[src/rtl/edic_ctrl_pkg.sv]
// Control-word bit map, canned control words and FSM encodings for the microcode sequencer.
// Latency: n/a (constants and types only).
// Backpressure: n/a.
package edic_ctrl_pkg;

    localparam int DEF_STEP_W = 4;
    localparam int DEF_CTRL_W = 32;
    localparam int OPCODE_W   = 8;

    // Memory-stage control fields (most are active-low, hence the _N names)
    localparam int CTRL_PC_LOAD_N            = 0;
    localparam int CTRL_PC_N_EN              = 1;
    localparam int CTRL_PC_FROM_IMM          = 2;
    localparam int CTRL_MEM_PC_TO_RAM_N      = 3;
    localparam int CTRL_SP_UP                = 4;
    localparam int CTRL_SP_N_EN              = 5;
    localparam int CTRL_INSTR_N_WE           = 6;
    localparam int CTRL_INSTR_N_OE           = 7;
    localparam int CTRL_RAM_N_OE             = 8;
    localparam int CTRL_RAM_N_WE             = 9;
    localparam int CTRL_MAR0_N_WE            = 10;
    localparam int CTRL_MAR1_N_WE            = 11;
    localparam int CTRL_INSTR_IMM_TO_RAM_ADDR = 12;
    // Bits 13..29 belong to the ALU / register file
    localparam int CTRL_HALT                 = 30;
    localparam int CTRL_END                  = 31;

    // Everything deasserted: no PC move, no writes, no output enables
    localparam logic [31:0] CTRL_IDLE  = 32'h0000_0FEB;
    // Instruction fetch: latch instruction register and advance the PC
    localparam logic [31:0] CTRL_FETCH = 32'h0000_0FA9;

    typedef enum logic [1:0] {
        ST_FETCH   = 2'd0,
        ST_EXEC    = 2'd1,
        ST_HALTED  = 2'd2,
        ST_ILLEGAL = 2'd3
    } seqState_t;

endpackage

[src/rtl/control_sequencer.sv]
// Microcode sequencer: fetch, micro-step walk through an async ROM, halt/breakpoint/single-step control.
// Latency: one control word per non-halted cycle; a k-step instruction takes k+1 cycles including fetch.
// Backpressure: none; HALTED stalls the pipeline until an i_continue or i_step pulse.
module control_sequencer
    import edic_ctrl_pkg::*;
#(
    parameter int STEP_W = DEF_STEP_W,
    parameter int CTRL_W = DEF_CTRL_W
) (
    input  logic                       i_clk,
    input  logic                       i_reset,
    input  logic [OPCODE_W-1:0]        i_instrCode,
    output logic [OPCODE_W+STEP_W-1:0] o_uRomAddress,
    input  logic [CTRL_W-1:0]          i_uRomData,
    output logic [CTRL_W-1:0]          o_ctrlWord,
    output logic                       o_halt,
    input  logic                       i_breakpointHitN,
    input  logic                       i_continue,
    input  logic                       i_step,
    output logic [STEP_W-1:0]          o_step,
    output logic [1:0]                 o_state,
    output logic                       o_seqError
);

    localparam logic [STEP_W-1:0] STEP_ZERO  = '0;
    localparam logic [STEP_W-1:0] STEP_FIRST = STEP_W'(1);
    localparam logic [STEP_W-1:0] STEP_LAST  = '1;

    seqState_t         r_state;
    seqState_t         nextState;
    logic [STEP_W-1:0] r_step;
    logic [STEP_W-1:0] nextStep;
    logic              r_bpSkip;
    logic              nextBpSkip;
    logic              r_stepPending;
    logic              nextStepPending;
    logic              r_seqError;
    logic              nextSeqError;
    logic [CTRL_W-1:0] uWordMasked;
    logic              uEnd;
    logic              uHalt;
    logic              atLastStep;

    // Sequencing flags are consumed here, never forwarded to the datapath
    always_comb begin
        uWordMasked                = i_uRomData;
        uWordMasked[CTRL_W-1 -: 2] = 2'b00;
    end

    assign uEnd       = i_uRomData[CTRL_END];
    assign uHalt      = i_uRomData[CTRL_HALT];
    assign atLastStep = (r_step == STEP_LAST);

    // Next-state and control-word decode for fetch / execute / halted
    always_comb begin
        nextState       = r_state;
        nextStep        = r_step;
        nextBpSkip      = r_bpSkip;
        nextStepPending = r_stepPending;
        nextSeqError    = r_seqError;
        o_ctrlWord      = CTRL_IDLE;
        o_halt          = 1'b0;

        case (r_state)
            ST_FETCH: begin
                if (!i_breakpointHitN && !r_bpSkip) begin
                    // Stop before the fetch so the PC still points at the breakpoint
                    nextState = ST_HALTED;
                end else begin
                    o_ctrlWord = CTRL_FETCH;
                    nextState  = ST_EXEC;
                    nextStep   = STEP_FIRST;
                    nextBpSkip = 1'b0;
                end
            end

            ST_EXEC: begin
                o_ctrlWord = uWordMasked;
                if (uEnd || atLastStep) begin
                    nextStep = STEP_ZERO;
                    if (!uEnd) begin
                        nextSeqError = 1'b1;
                    end
                    if (uHalt || r_stepPending) begin
                        nextState       = ST_HALTED;
                        nextStepPending = 1'b0;
                    end else begin
                        nextState = ST_FETCH;
                    end
                end else begin
                    nextStep = r_step + STEP_W'(1);
                end
            end

            ST_HALTED: begin
                o_halt   = 1'b1;
                nextStep = STEP_ZERO;
                // Single-step has priority; both resume past a pending breakpoint
                if (i_step) begin
                    nextState       = ST_FETCH;
                    nextBpSkip      = 1'b1;
                    nextStepPending = 1'b1;
                end else if (i_continue) begin
                    nextState  = ST_FETCH;
                    nextBpSkip = 1'b1;
                end
            end

            default: begin
                nextState = ST_FETCH;
                nextStep  = STEP_ZERO;
            end
        endcase

        // Keep the datapath quiet and running while reset is held
        if (i_reset) begin
            o_ctrlWord = CTRL_IDLE;
            o_halt     = 1'b0;
        end
    end

    // State, micro-step counter and debug flags
    always_ff @(posedge i_clk) begin
        if (i_reset) begin
            r_state       <= ST_FETCH;
            r_step        <= STEP_ZERO;
            r_bpSkip      <= 1'b0;
            r_stepPending <= 1'b0;
            r_seqError    <= 1'b0;
        end else begin
            r_state       <= nextState;
            r_step        <= nextStep;
            r_bpSkip      <= nextBpSkip;
            r_stepPending <= nextStepPending;
            r_seqError    <= nextSeqError;
        end
    end

    assign o_uRomAddress = {i_instrCode, r_step};
    assign o_step        = r_step;
    assign o_state       = r_state;
    assign o_seqError    = r_seqError;

endmodule

[config.mk]
export PLATFORM = sky130hd
export DESIGN_NAME = control_sequencer
export DESIGN_NICKNAME = d
export VERILOG_FILES = /design/src/rtl/edic_ctrl_pkg.sv /design/src/rtl/control_sequencer.sv
export SDC_FILE = /design/constraint.sdc
export NUM_CORES = 1
export LEC_CHECK = 0
export CORE_MARGIN = 5
export CORE_UTILIZATION = 23
export CTS_CLUSTER_SIZE = 8
export DETAILED_ROUTE_END_ITERATION = 6
export HOLD_SLACK_MARGIN = 0.02
export PLACE_DENSITY_LB_ADDON = 0.3
export SYNTH_ARGS = -nofsm -noshare
export SYNTH_HDL_FRONTEND = slang
export SYNTH_SLANG_ARGS = --single-unit
[constraint.sdc]
create_clock -name i_clk -period 1.52 [get_ports i_clk]
set_input_delay 0.304 -clock i_clk [delete_from_list [all_inputs] [get_ports i_clk]]
set_output_delay 0.304 -clock i_clk [all_outputs]
set_load 0.005 [all_outputs]
# After elaboration in Yosys (flattened, before gate mapping)
# Cells that the tools add are included.
# totals
reg_bits	9
output_inout_bits	52
wordCells	49
in_bits	45
# op_classes
reduce_logical	12
muxes	22
bitwise	1
add_sub_neg	1
eq_ne	8
# ops
operator	count
$pmux 30 s2	1
$mux 32	1
$mux 2	5
$mux 1	8
$mux 4	2
$ne 2x2->1 const B	4
$pmux 4 s2	1
$mux 7	1
$pmux 2 s3	1
$reduce_and 3->1	2
$add 4x1->4 const B	1
$eq 4x4->1 const B	1
$pmux 1 s2	2
$reduce_and 4->1	1
$reduce_bool 2->1	2
$ne 3x3->1 const B	1
$eq 2x1->1 const B	1
$eq 2x2->1 const B	1
$logic_not 1->1	2
$logic_not 2->1	1
$logic_or 1x1->1	2
$reduce_and 2->1	1
$logic_and 1x1->1	1
$not 1->1	1

# Longest topological paths before layout
# Gate-level depths: netlist of run 1.
# depth
ltp_word	5
mapped_depth	5
ltp_nobuf	4

# Worst setup path before layout of run 1
# No wires, ideal clock.
# synth_path
path_type	reg2out
start	register r_state[0] (netlist: o_state[0])
end	output port o_ctrlWord[12]
path_buffers	2
path_slack_ns	-0.122
arrival_ns	1.338
t_required_ns	1.216
stages_incl_launch_ff	6
path_cell_list	dfxtp_1 > buf_6 > inv_1 > nor3_2 > clkbuf_1 > and2_1
# synth_via
elab_chain_cells	3
word_cells_on_any_way	4
classes_between	1 x eq/ne; 2 x mux; 1 x reduce/logical
# synth_lines
element	line_no	text
start, declared	control_sequencer.sv:29	seqState_t r_state;
start signal, assigned	control_sequencer.sv:131	r_state <= nextState;
$eq 2x1->1 or $logic_not 2->1 (tied branches)	control_sequencer.sv:64	case (r_state)
$pmux 30 s2 *	control_sequencer.sv:64	
$mux 32 *	control_sequencer.sv:116	if (i_reset) begin
end, declared	control_sequencer.sv:15	output logic [CTRL_W-1:0] o_ctrlWord,
# Every way passes the cells marked *; elsewhere a longest branch is shown, timed or not.

# Worst setup path after layout of run 1
# layout_path
start	register r_state[0] (netlist: o_state[0])
end	output port o_ctrlWord[1]
# Same word-level chain as after synthesis.

==> run metrics, run 1 <==
First DRT Iteration DRCs 20; Hold Crit Depth 2; vias 994; P per Cell Area 550.0 mW/mm²; starting density of the core 23.39%; Post-synth top flop dfxtp_1; post-synthesis sequential area ratio 23.26%; Slowest cell on crit path or3_4; largest net degree at the start of global routing 15; kind of cell adding the most delay to the critical path simple AND/OR/NAND/NOR gates; final period utilization 114.8%; design area 0.001847 mm²; worst r2r src o_state[0]; synthesized area per cell 7.823 µm²; H-tree lvl count 1; CTS tree built; root buffer cell clkbuf_4; core footprint 0.003311 mm²; number of failing hold endpoints at the final stage 0; DP HPWL 2.635 mm; crit end category primary output; Hold EP o_seqError; Mapped Cells 99; type of the worst min-delay path flop to flop; initial antenna violation count 0; Max Clk Rate 572.9 MHz; Pre-antenna DRT Iters 4; die area 0.004628 mm²; Num CTS Buffers 3; CP Max Fanout 3; die span in x 68.03 µm; clock skew 0.005550 ns; flops & latches, synth 9; top-count cell post-synth and2_1; top post-synthesis cells by area dfxtp_1 23%, and2_1 16%, buf_4 14%, nand2b_1 7.3%, a21oi_1 3.9%; max_cap viols 0; reg2reg setup slack 0 ns; worst path cell trace buf_6 > nor3_2 > or3_4 > a21o_1 > buf_2; Hold Crit Start o_seqError; failing checks negative setup slack; CP Launch Type flop; Slew Limit Fails 0; Max Root-Sink Buffers 2; routed len/inst 15.19 µm; routed wl met2 1.993 mm; Total Power 1.016 mW; R2R cell count 5; reg2reg end o_step[3]; post-route minimum period 1.745 ns; Lkg Pwr 0.7971 nW; Synth top area share 23.26%; RSZ-0062 raised after global routing true; layout cells sized above 1 52.17%; YS warnings 0; Post-synth EDFFs 0; CP Data Arrival Time 1.44 ns; DP Area 0.001587 mm²; setup tns final -4.028 ns; # diodes 0; required time of the critical path 1.22 ns; asr flop ratio synth 0%; area grow syn2layout 138.4%; top layer in use met4; Setup violations, final 30; first-pass GRT wire length 4.733 mm; CP max stage delay 0.38 ns; total wire length 3.493 mm; Final #Nets 231; Mapped Area 774.5 µm²; die height 68.03 µm; FILL cells 313; Port Buffers 78; antenna viol nets, final 0; Post-CTS Hold Fix Bufs 0; Clock Latency Late Sink 0.26 ns; WS Path Type flop to primary output; Row Count 21; GRT Residual Overflow 0; Top Ports 97; VDD IR-drop max 0.0003344 V; most frequent cells after synthesis 20 x and2_1, 14 x buf_4, 9 x dfxtp_1, 9 x nand2b_1, 6 x a21oi_1; Clock transition at path regs 0.06 ns; post-synth top area cell dfxtp_1; CP Buf/Inv Count 2; DR WL met3 280 µm; vias in the first global route 977; Tot GR Track Use 13.51%; GP Congestion 0.7955; Post-route DRC 0; met1 wire length 1.195 mm; # clock sinks 9; worst setup margin -0.2254 ns; Yosys cell types 33; outcome finished, violations left; via density per instance 4.322
## cell families (layout without fill, tap and decap cells)
family,after synthesis,count (layout),share of synthesized area (%)
fa+ha+maj,1,1,1.615
flops,9,9,23.26
buf+inv,21,105,18.90
simple gates,49,49,40.07
compound gates,18,18,15.67
other cells,1,2,0.4842
## what timing repair did
item | in CTS | in global routing
pin swaps | 9 | 19
setup buffers | 7 | 3
resized for setup | 157 | 51
hold endpoints to repair | 0 | 0
gates cloned | 2 | 1
setup endpoints to repair | 40 | 39
## power breakdown
group | internal [mW] | total (mW) | switching (mW)
sequential | 0.255 | 0.278 | 0.0231
combinational | 0.360 | 0.556 | 0.196
clock | 0.0970 | 0.182 | 0.0849
## stage by stage
stage                     hold slack, ns  worst slack (ns)  instances  utilization, %
after global placement            0.4590           -0.6108        217           47.92
after global routing              0.5080           -0.2687        230           55.78
after CTS                         0.4886           -0.2341        230           50.87
final                             0.4800           -0.2254        230           55.78
after detailed placement          0.4688           -0.6284        217           47.92
after floorplan                   0.4647           0.02836        100               -
## worst register-to-register path: cells and delay by family, from the launching register on
family / cells / cell delay (ns)
and+or+nand+nor: 2 / 0.70
DFF: 1 / 0.36
buffers and inverters: 2 / 0.25
AOI/OAI and AO/OA: 1 / 0.15
## final cells by class
cell class                      instances  area [µm²]  area share [%]
Timing Repair Buffer                   99       979.7           53.05
Inverter                                2       7.507          0.4065
Tap cell                               46       57.56           3.117
Clock inverter                          1       5.005          0.2710
Multi-Input combinational cell         70       579.3           31.37
Sequential cell                         9       195.2           10.57
Clock buffer                            3       22.52           1.220
## placed cells by master, fill, tap and decap left out, types with 2 or more instances in the layout
| cell type | count |
|---|---|
| dfxtp_2 | 3 |
| nand3_1 | 2 |
| clkbuf_4 | 3 |
| buf_4 | 13 |
| nand2b_1 | 3 |
| nor2_1 | 5 |
| conb_1 | 2 |
| a21o_1 | 2 |
| buf_2 | 5 |
| dlygate4sd2_1 | 4 |
| dfxtp_1 | 3 |
| nand2_1 | 2 |
| a21oi_1 | 6 |
| dfxtp_4 | 3 |
| nand2b_4 | 6 |
| clkdlybuf4s50_1 | 43 |
| buf_6 | 33 |
| and2_4 | 20 |
## worst max-delay path by stage
stage,start,end,slack [ns],depth (start not counted)
6_report,o_state[0],o_ctrlWord[1],-0.23,5
3_3_place_gp,i_reset,o_ctrlWord[21],-0.61,5
3_5_place_dp,i_breakpointHitN,o_ctrlWord[1],-0.63,5
4_1_cts,o_state[0],o_ctrlWord[15],-0.23,7
5_1_grt,o_state[0],o_ctrlWord[1],-0.27,5
2_1_floorplan,o_state[0],o_ctrlWord[12],0.03,5
## registers in the layout (all words and copies together), names as in the netlist
register,count
o_seqError,1
o_state,2
o_step,4
r_bpSkip,1
r_stepPending,1
## per-layer routing
layer | vias up | GRT usage [%]
met2 | 35 | 22.86
met5 | - | 0
met4 | 0 | 5.459
met1 | 460 | 16.31
met3 | 4 | 3.120
li1 | 495 | -
No activity file was read; power rests on OpenSTA's default activity.
==> inputs of run 2 (changes only) <==
Settings changed: SETUP_SLACK_MARGIN set to 0.05.
==> run 2 against run 1 <==
Effect of this change: the run still ends with negative setup slack left; first-iteration DRC count decreased by 15%; core utilization increased by 2.2 points; setup slack improved by 0.0014 ns; cell count increased by 2.2%.
==> run metrics, run 2 (synthesis results as in run 1) <==
outcome finished, violations left; failing checks negative setup slack; Final #Nets 236 (+2.2%); most frequent cells in the layout 37 x clkdlybuf4s50_1, 34 x buf_6, 20 x and2_4; largest net degree at the start of global routing 15 (unchanged); GP Congestion 0.7955 (unchanged); layout cells sized above 1 55.03% (+2.9 points); required time of the critical path 1.22 ns (about the same); first-pass GRT wire length 4.795 mm (+1.3%); max reg flops 4 (unchanged); Row Count 21 (unchanged); Post-Place Worst Slack -0.6284 ns (unchanged); Top Ports 97 (unchanged); worst setup margin -0.2240 ns (+0.001378 ns); root buffer cell clkbuf_4; via density per instance 4.366 (+1.0%); max_cap viols 0 (unchanged); Max Root-Sink Buffers 2 (unchanged); clock skew 0.004542 ns (-0.001008 ns); GRT Residual Overflow 0 (unchanged); FILL cells 307 (-1.9%); Max Clk Rate 573.4 MHz (about the same); CP max stage delay 0.38 ns (about the same); routed len/inst 15.46 µm (+1.8%); initial antenna violation count 0 (unchanged); type of the worst min-delay path flop to flop; number of failing hold endpoints at the final stage 0 (unchanged); starting density of the core 23.39% (unchanged); worst path cell trace buf_6 > nor3_2 > or3_4 > a21o_1 > buf_2; First DRT Iteration DRCs 17 (-15%); DP HPWL 2.635 mm (unchanged); die area 0.004628 mm² (unchanged); RSZ-0062 raised after global routing true; CTS tree built; Setup violations, final 33 (+10%); vias in the first global route 983 (+0.61%); WS Path Type flop to primary output; Clock transition at path regs 0.06 ns (about the same); core footprint 0.003311 mm² (unchanged); Slowest cell on crit path or3_4; die span in x 68.03 µm (unchanged); Slew Limit Fails 0 (unchanged); P per Cell Area 543.5 mW/mm² (-1.2%); Finished Core Util 57.97% (+2.2 points); antenna viol nets, final 0 (unchanged); final period utilization 114.7% (about the same); VDD IR-drop max 0.0003343 V (about the same); Post-route DRC 0 (unchanged); Tot GR Track Use 13.64% (+0.13 points); # clock sinks 9 (unchanged); CP Max Fanout 3 (unchanged); total wire length 3.634 mm (+4.0%); leading cell type in the layout, fill and taps excluded clkdlybuf4s50_1; area grow syn2layout 147.8%; CP Launch Type flop; crit end category primary output; Lkg Pwr 0.9260 nW (+16%); vias 1026 (+3.2%); Num CTS Buffers 3 (unchanged); # diodes 0 (unchanged); H-tree lvl count 1 (unchanged); Clock Latency Late Sink 0.26 ns (about the same); die height 68.03 µm (unchanged); Port Buffers 78 (unchanged); Total Power 1.043 mW (+2.7%); CP Data Arrival Time 1.44 ns (about the same); Pre-antenna DRT Iters 4 (unchanged); post-route minimum period 1.744 ns (-0.001378 ns); final hold slack 0.4839 ns (+0.003954 ns)
run 2: path summary, 6_finish.rpt:
path,start,to,slack (ns),depth (start not counted)
worst max-delay path,o_state[0],o_ctrlWord[1],-0.22,5
worst min-delay path,o_seqError,o_seqError,0.48,2
worst max register to register,o_state[0],r_bpSkip,-0.02,6
worst min register to register,o_seqError,o_seqError,0.48,2
run 2: cell type report:
type / count / area (µm²) / share of cell area, %
clock buffers: 3 / 22.52 / 1.173
clock inverters: 1 / 5.005 / 0.2608
inverters: 2 / 7.507 / 0.3911
multi-input cells: 70 / 591.8 / 30.83
flip-flops and latches: 9 / 197.7 / 10.30
well taps: 46 / 57.56 / 2.999
repair buffers: 104 / 1037 / 54.04
run 2: routing by layer:
| metal | part of all wire [%] | track usage, % | up-vias |
|---|---|---|---|
| li1 | - | - | 510 |
| met1 | 36 | 16.49 | 482 |
| met2 | 57 | 23.10 | 30 |
| met3 | 5.9 | 3.120 | 4 |
| met4 | 0.61 | 5.459 | 0 |
| met5 | 0 | 0 | - |
run 2: through the flow:
step,cell area [µm²],TNS (ns),instances
CTS,1702,-4.921,230
detailed placement,1587,-18.60,217
floorplan,784.5,0,100
global placement,1587,-18.17,217
finish,1919,-4.120,235
global route,1919,-6.202,235
run 2: what timing repair did:
item                       CTS  global route
pin swaps                   11            21
hold buffers                 0             0
setup buffers                7             8
cloned                       2             1
gates resized for setup    163            57
setup endpoints to repair   43            43
run 2: worst max-delay path, delay by kind of cell, from the launching register on:
family | cells | cell delay (ns)
AOI/OAI and AO/OA | 1 | 0.16
buffers and inverters | 2 | 0.23
DFF | 1 | 0.36
and+or+nand+nor | 2 | 0.42
run 2: where the power goes:
group          total (mW)  internal [mW]  leakage, nW  switching (mW)
clock               0.182         0.0970       0.0177          0.0851
combinational       0.582          0.373        0.831           0.209
sequential          0.279          0.255       0.0771          0.0234
